### src/rtl/matrix_scheduler_pkg.sv
// matrix_pkg: shared types and constants for the 5x7 LED matrix scheduler.
// Contents:
//   mstate_t  - scheduler state (IDLE, SHOW_REGA, SHOW_CAIXA, BLANK)
//   N_COLS    - number of column drivers (5)
//   N_ROWS    - number of rows per column (7)
//   COLS_OFF  - column drive pattern with every column switched off
//   col_mask  - active-low one-hot column drive for a column index
// BLANK is only reachable when MATRIX_BLANK_EN is defined.
package matrix_pkg;

  typedef enum logic [1:0] {
    IDLE       = 2'd0,
    SHOW_REGA  = 2'd1,
    SHOW_CAIXA = 2'd2,
    BLANK      = 2'd3
  } mstate_t;

  localparam int N_COLS = 5;
  localparam int N_ROWS = 7;
  localparam logic [N_COLS-1:0] COLS_OFF = 5'b11111;

  // Columns are driven low, so the selected column is the single zero bit.
  function automatic logic [N_COLS-1:0] col_mask(input logic [2:0] idx);
    return ~(5'b00001 << idx);
  endfunction

endpackage

### src/rtl/matrix_scheduler_if.sv
// matrix_scheduler_if: bundle between the system controller and the matrix
// scheduler.
// Signals:
//   en          - display enable (controller -> scheduler)
//   alert_rega  - irrigation alert (controller -> scheduler)
//   alert_caixa - tank alert (controller -> scheduler)
//   sel         - row mux select, 1 = rega rows, 0 = caixa rows
//   col         - active-low one-hot column drive
//   col_idx     - current column index 0..4
//   frame_done  - one-cycle pulse at the start of each new frame
//   blank       - high whenever all columns are off
// Modports: master (controller side), slave (scheduler side).
interface matrix_scheduler_if;
  import matrix_pkg::*;

  logic              en;
  logic              alert_rega;
  logic              alert_caixa;
  logic              sel;
  logic [N_COLS-1:0] col;
  logic [2:0]        col_idx;
  logic              frame_done;
  logic              blank;

  modport master (
    output en, alert_rega, alert_caixa,
    input  sel, col, col_idx, frame_done, blank
  );

  modport slave (
    input  en, alert_rega, alert_caixa,
    output sel, col, col_idx, frame_done, blank
  );

endinterface

### src/rtl/matrix_scheduler_scan_ticker.sv
// scan_ticker: column-period prescaler for the matrix scheduler.
// Ports:
//   clk     - system clock
//   reset_n - asynchronous active-low reset
//   clr     - synchronous clear, holds the count at zero while high
//   tick    - high during the cycle in which the count wraps
// Parameter SCAN_DIV (>=2) is the number of cycles per column period.
module scan_ticker #(
  parameter int SCAN_DIV = 1000
) (
  input  logic clk,
  input  logic reset_n,
  input  logic clr,
  output logic tick
);

  localparam int PW = $clog2(SCAN_DIV);
  localparam logic [PW-1:0] LAST = PW'(SCAN_DIV - 1);

  logic [PW-1:0] r_cnt;

  // Counts 0..SCAN_DIV-1 and restarts; a clear parks the count at zero so
  // the first column after enable lasts a full period.
  always_ff @(posedge clk or negedge reset_n) begin
    if (!reset_n) begin
      r_cnt <= '0;
    end else if (clr || (r_cnt == LAST)) begin
      r_cnt <= '0;
    end else begin
      r_cnt <= r_cnt + 1'b1;
    end
  end

  assign tick = !clr && (r_cnt == LAST);

endmodule

### src/rtl/matrix_scheduler.sv
// matrix_scheduler: shares the 5x7 LED matrix between the rega and caixa row
// sources, scanning the five active-low columns and switching the row mux
// only at frame boundaries (dwell rotation with alert priority).
// Ports:
//   clk     - system clock
//   reset_n - asynchronous active-low reset
//   bus     - matrix_scheduler_if.slave (en, alerts in; sel, col, col_idx,
//             frame_done, blank out; all outputs registered)
// Parameters: SCAN_DIV (cycles per column, >=2), DWELL_FRAMES (frames per
// source before rotating, >=1).
// Option: define MATRIX_BLANK_EN to insert one fully blanked frame on every
// source switch.
module matrix_scheduler
  import matrix_pkg::*;
#(
  parameter int SCAN_DIV     = 1000,
  parameter int DWELL_FRAMES = 50
) (
  input logic                clk,
  input logic                reset_n,
  matrix_scheduler_if.slave  bus
);

  localparam int DW = $clog2(DWELL_FRAMES + 1);
  localparam logic [DW-1:0] DWELL_MAX = DW'(DWELL_FRAMES);

  mstate_t           r_state;
  logic              r_sel;
  logic [N_COLS-1:0] r_col;
  logic [2:0]        r_col_idx;
  logic              r_frame_done;
  logic              r_blank;
  logic [DW-1:0]     r_dwell;

  logic          w_clr;
  logic          w_tick;
  logic          w_wrap;
  logic [2:0]    w_idx_next;
  logic [DW-1:0] w_dwell_inc;
  logic [DW-1:0] w_dwell_after;
  logic          w_alert_cur;
  logic          w_alert_oth;
  logic          w_switch;

  assign w_clr = (r_state == IDLE) || !bus.en;

  scan_ticker #(.SCAN_DIV(SCAN_DIV)) u_ticker (
    .clk     (clk),
    .reset_n (reset_n),
    .clr     (w_clr),
    .tick    (w_tick)
  );

  assign w_idx_next  = (r_col_idx == 3'd4) ? 3'd0 : r_col_idx + 3'd1;
  assign w_wrap      = w_tick && (r_col_idx == 3'd4);
  assign w_dwell_inc = (r_dwell == DWELL_MAX) ? r_dwell : r_dwell + 1'b1;

  // Frame-boundary decision. A lone alert wins outright (switch toward it or
  // lock onto it); matching alerts fall back to plain dwell rotation.
  always_comb begin
    w_alert_cur = (r_state == SHOW_CAIXA) ? bus.alert_caixa : bus.alert_rega;
    w_alert_oth = (r_state == SHOW_CAIXA) ? bus.alert_rega  : bus.alert_caixa;
    w_switch    = 1'b0;
    w_dwell_after = w_dwell_inc;
    if (w_alert_oth != w_alert_cur) begin
      w_switch      = w_alert_oth;
      w_dwell_after = '0;
    end else if (w_dwell_inc >= DWELL_MAX) begin
      w_switch      = 1'b1;
      w_dwell_after = '0;
    end
  end

  // Scheduler FSM with registered outputs. sel changes on the same edge that
  // returns col_idx to 0 so rows and columns never disagree.
  always_ff @(posedge clk or negedge reset_n) begin
    if (!reset_n) begin
      r_state      <= IDLE;
      r_sel        <= 1'b1;
      r_col        <= COLS_OFF;
      r_col_idx    <= 3'd0;
      r_frame_done <= 1'b0;
      r_blank      <= 1'b1;
      r_dwell      <= '0;
    end else if (!bus.en) begin
      r_state      <= IDLE;
      r_col        <= COLS_OFF;
      r_col_idx    <= 3'd0;
      r_frame_done <= 1'b0;
      r_blank      <= 1'b1;
      r_dwell      <= '0;
    end else begin
      r_frame_done <= 1'b0;
      case (r_state)
        IDLE: begin
          r_state   <= SHOW_REGA;
          r_sel     <= 1'b1;
          r_col     <= col_mask(3'd0);
          r_col_idx <= 3'd0;
          r_blank   <= 1'b0;
          r_dwell   <= '0;
        end
        SHOW_REGA, SHOW_CAIXA: begin
          if (w_tick) begin
            r_col_idx <= w_idx_next;
            r_col     <= col_mask(w_idx_next);
            if (w_wrap) begin
              r_frame_done <= 1'b1;
              r_dwell      <= w_dwell_after;
              if (w_switch) begin
                r_sel <= (r_state == SHOW_CAIXA);
`ifdef MATRIX_BLANK_EN
                r_state <= BLANK;
                r_col   <= COLS_OFF;
                r_blank <= 1'b1;
`else
                r_state <= (r_state == SHOW_REGA) ? SHOW_CAIXA : SHOW_REGA;
`endif
              end
            end
          end
        end
`ifdef MATRIX_BLANK_EN
        // sel already points at the new source; this frame is not dwelled
        // and its end is not a decision point.
        BLANK: begin
          if (w_tick) begin
            r_col_idx <= w_idx_next;
            if (w_wrap) begin
              r_frame_done <= 1'b1;
              r_state      <= r_sel ? SHOW_REGA : SHOW_CAIXA;
              r_col        <= col_mask(3'd0);
              r_blank      <= 1'b0;
            end
          end
        end
`endif
        default: begin
          r_state <= IDLE;
          r_col   <= COLS_OFF;
          r_blank <= 1'b1;
        end
      endcase
    end
  end

  assign bus.sel        = r_sel;
  assign bus.col        = r_col;
  assign bus.col_idx    = r_col_idx;
  assign bus.frame_done = r_frame_done;
  assign bus.blank      = r_blank;

endmodule

### src/flat_wrapper.sv
// flat-port wrapper written by rule: the top's interface ports become plain ports
module matrix_scheduler_flat import matrix_pkg::*;
#(
  parameter int SCAN_DIV     = 1000,
  parameter int DWELL_FRAMES = 50
)
  (clk, reset_n, bus_en, bus_alert_rega, bus_alert_caixa, bus_sel, bus_col, bus_col_idx, bus_frame_done, bus_blank);
  matrix_scheduler_if bus_i ();
  input logic clk;
  input logic reset_n;
  input wire logic [$bits(bus_i.en)-1:0] bus_en;
  input wire logic [$bits(bus_i.alert_rega)-1:0] bus_alert_rega;
  input wire logic [$bits(bus_i.alert_caixa)-1:0] bus_alert_caixa;
  output wire logic [$bits(bus_i.sel)-1:0] bus_sel;
  output wire logic [$bits(bus_i.col)-1:0] bus_col;
  output wire logic [$bits(bus_i.col_idx)-1:0] bus_col_idx;
  output wire logic [$bits(bus_i.frame_done)-1:0] bus_frame_done;
  output wire logic [$bits(bus_i.blank)-1:0] bus_blank;
  assign bus_i.en = bus_en;
  assign bus_i.alert_rega = bus_alert_rega;
  assign bus_i.alert_caixa = bus_alert_caixa;
  assign bus_sel = bus_i.sel;
  assign bus_col = bus_i.col;
  assign bus_col_idx = bus_i.col_idx;
  assign bus_frame_done = bus_i.frame_done;
  assign bus_blank = bus_i.blank;
  matrix_scheduler #(.SCAN_DIV(SCAN_DIV), .DWELL_FRAMES(DWELL_FRAMES)) u_core (.clk(clk), .reset_n(reset_n), .bus(bus_i));
endmodule
### config.mk
export PLATFORM = sky130hd
export DESIGN_NAME = matrix_scheduler_flat
export DESIGN_NICKNAME = d
export VERILOG_FILES = /design/src/rtl/matrix_scheduler_pkg.sv /design/src/rtl/matrix_scheduler_if.sv /design/src/rtl/matrix_scheduler_scan_ticker.sv /design/src/rtl/matrix_scheduler.sv /design/src/flat_wrapper.sv
export SDC_FILE = /design/constraint.sdc
export NUM_CORES = 1
export LEC_CHECK = 0
export CAP_MARGIN = 20
export CORE_AREA = 2 2 57 72
export DETAILED_ROUTE_END_ITERATION = 8
export DIE_AREA = 0 0 59 74
export PLACE_DENSITY = 0.69
export SETUP_SLACK_MARGIN = 0.3
export SYNTH_ARGS = -nofsm -noshare
export SYNTH_HDL_FRONTEND = slang
export SYNTH_SLANG_ARGS = --single-unit
### constraint.sdc
create_clock -name clk -period 2.1 [get_ports clk]
set_input_delay 0.42 -clock clk [delete_from_list [all_inputs] [get_ports clk]]
set_output_delay 0.42 -clock clk [all_outputs]
set_load 0.05 [all_outputs]
==> results of run 1 <==
-- layer usage --
layer	up-vias	share of wire (%)	routed length [microns]	GRT usage, %
met2	18	56	2610	37.7
met1	853	42	1960	25.5
met4	0	0.81	38	9.85
li1	840	-	-	-
met3	4	1.8	83	3.65
met5	-	0	0	0
-- cells by family (layout without fill, tap and decap cells) --
kind of cell,after synthesis,count (layout)
AND/OR/NAND/NOR,90,90
AO/OA/AOI/OAI,44,44
flip-flops,29,29
buffers and inverters,17,81
adder cells (fa/ha/maj),10,10
XOR/XNOR,7,7
multiplexers,4,4
-- cells in the final DEF, fill, tap and decap left out, drive strengths merged, types with 4 or more instances in the layout --
cell type	n
inv	10
nor2	23
a21oi	7
a31oi	6
nand4b	4
mux2i	4
nand3	9
dfstp	7
nand2b	4
and3	4
or3	5
clkbuf	7
dfrtp	22
buf	51
dlygate4sd2	8
nor2b	7
ha	10
o21ai	13
nand2	21
xnor2	4
-- critical path: stages (launching register included) --
cell,delay [ns]
dfrtp_1,0.38
buf_6,0.14
nand2_4,0.06
or4_4,0.50
a32oi_4,0.27
a211oi_2,0.15
o31ai_4,0.29
mux2i_1,0.25
-- worst paths after layout --
kind	endpoint	slack (ns)	depth (start not counted)
max	u_core.r_state[1]	-0.02	7
min in group asynchronous	u_core.r_state[1]	0.52	2
max in group asynchronous	u_core.bus.blank	1.25	2
max reg2reg	u_core.r_state[1]	-0.02	7
min reg2reg	u_core.bus.sel	0.48	2
min	u_core.bus.sel	0.48	2
-- report_power, final --
part / total (mW) / leakage [nW] / internal [mW] / switching, mW
Clock: 0.518 / 0.0542 / 0.296 / 0.222
Sequential: 0.741 / 0.375 / 0.685 / 0.0552
Combinational: 1.30 / 0.778 / 0.549 / 0.749
Total: 2.56 / 1.21 / 1.53 / 1.03
-- registers in the layout (all words and copies together) (netlist names) --
signal,flops
u_core.bus.col,5
u_core.r_state,2
u_core.u_ticker.r_cnt,10
u_core.r_dwell,6
u_core.bus.col_idx,3
u_core.bus.sel,1
u_core.bus.frame_done,1
u_core.bus.blank,1
-- final cells by class --
cell class | count | area [sq um] | area share, %
Sequential cell | 29 | 737 | 28.2
Clock buffer | 7 | 96.3 | 3.68
Clock inverter | 1 | 5.00 | 0.191
Inverter | 10 | 37.5 | 1.43
Timing Repair Buffer | 63 | 523 | 20.0
Multi-Input combinational cell | 155 | 1170 | 44.6
Tap cell | 40 | 50.0 | 1.91
-- timing repair --
action | in CTS | in global routing
endpoints found under the hold margin | 0 | 0
pin swaps | 8 | 5
setup endpoints to repair | 19 | 16
resized for setup | 23 | 26
setup buffers | 6 | 13
-- stage by stage --
stage	cell area, sq um	setup WS (ns)
floorplan	1830	-0.0505
global placement	2210	-0.0606
detailed placement	2210	-0.182
CTS	2400	-0.0391
global route	2620	-0.146
finish	2620	-0.0193
==> impl_metrics.json, run 1 <==
{
  "max_slew_margin_pct": 66.5,
  "via_per_inst": 5.62,
  "timing.final.crit_share_pct": 101,
  "violations": "setup timing",
  "dp_hpwl_microns": 3120,
  "post_synth_main_area_contributors": "dfrtp_1 31%, dfstp_2 10%, ha_1 7.0%",
  "yosysTopAreaCellShare_pct": 30.6,
  "yosysWarnings": 0,
  "final_cell_count_no_fill": 305,
  "muxShareOfSynthArea_pct": 2.23,
  "synthCells": 201,
  "synth_top_family_by_area": "simple AND/OR/NAND/NOR gates",
  "fp.coreArea_sq_um": 3690,
  "die_width_microns": 59,
  "placedCellCount": 278,
  "fp-row-count": 25,
  "cts_buffer_depth": 2,
  "start_kind": "flop",
  "dieArea_sq_um": 4370,
  "antenna_left": 0,
  "layout_setup_ws_ns": -0.0193,
  "area_delta_synth_final_pct": 45.4,
  "leakage_nw": 1.21,
  "synth_fa_ha_area_share_pct": 6.95,
  "rsz0062_at_grt": "yes",
  "hp-class": "flop to flop",
  "yosys.area.top_type": "dfrtp_1",
  "startpoint": "u_core.r_dwell[1]",
  "drt_pass1_iterations": 5,
  "cts.clk_slew.worst_paths_ns": 0.07,
  "htreeDepth": 2,
  "grt_max_degree": 30,
  "setup_violations": 2,
  "routedWlPerCell_microns": 15.4,
  "wirelength_microns": 4700,
  "drv_cap": 0,
  "min_period_ns": 2.12,
  "hp-start": "u_core.bus.sel",
  "synth_area_sq_um": 1800,
  "crit_required_ns": 2.30,
  "num_vias": 1715,
  "reg2reg_from": "u_core.r_dwell[1]",
  "cts_sinks": 29,
  "outcome": "complete, but fails checks",
  "cts_buffers": 5,
  "synthSimpleGateAreaFrac_pct": 25.9,
  "ys_ff_latch": 29,
  "utilization_pct": 70.9,
  "async_flop_share_pct": 100,
  "cp.arrival_ns": 2.32,
  "port_buffers": 15,
  "ys.flop_type": "dfrtp_1",
  "gp_congestion": 0.844,
  "synth-edff-count": 0,
  "ioPinCount": 16,
  "synth_fp_nets": 216,
  "pwr_density_cell_nw_per_um2": 977,
  "dr.first_iter.drc_count": 60,
  "nets": 279,
  "drc": 0,
  "fill_cells": 289,
  "synth_compound_area_share_pct": 17.0,
  "hold_buffers": 0,
  "diodes": 0,
  "hold_viol": 0,
  "crit_fanout": 5,
  "power_mw": 2.56,
  "crit_type": "flop to flop",
  "end_kind": "flop",
  "slew_viol_final": 0,
  "initial_core_util_pct": 48.7,
  "synth_commonest_cells": "23 x nor2_1, 22 x dfrtp_1, 21 x nand2_1",
  "max_freq_mhz": 472,
  "vdd_drop_max_v": 0.000422,
  "synth.avg_cell_area_sq_um": 8.95,
  "clk_latency_ns": 0.28,
  "tritoncts": "built",
  "grt_antenna_before_repair": 0,
  "tns_ns": -0.0268,
  "grt_use_total_pct": 21.5,
  "final_layout_size_suffix_gt1_share_pct": 36.6,
  "overflow": 0,
  "hold_ws_ns": 0.484,
  "yosysMostFrequentCell": "nor2_1",
  "synth-xor-area-share_pct": 3.41,
  "grt_first_pass_wirelength_microns": 7210,
  "finalClockSkew_ns": 0.00742,
  "worstMarginPinSlew_ns": 0.504,
  "ys_types": 42,
  "seq_area_frac_synth_pct": 40.8,
  "clockRootBuffer": "clkbuf_8",
  "dieHeight_microns": 74,
  "grt_pass1_vias": 1629
}
Power figures use the tool's default switching activity.
==> inputs of run 2 (changes only) <==
--- a/config.mk
+++ b/config.mk
@@ -9,6 +9,7 @@
 export CORE_AREA = 2 2 57 72
 export DETAILED_ROUTE_END_ITERATION = 8
 export DIE_AREA = 0 0 59 74
+export GPL_TIMING_DRIVEN = 1
 export PLACE_DENSITY = 0.69
 export SETUP_SLACK_MARGIN = 0.3
 export SYNTH_ARGS = -nofsm -noshare
==> results of run 2 <==
Same layout as run 1: the final DEF is identical, and so are final timing and power.
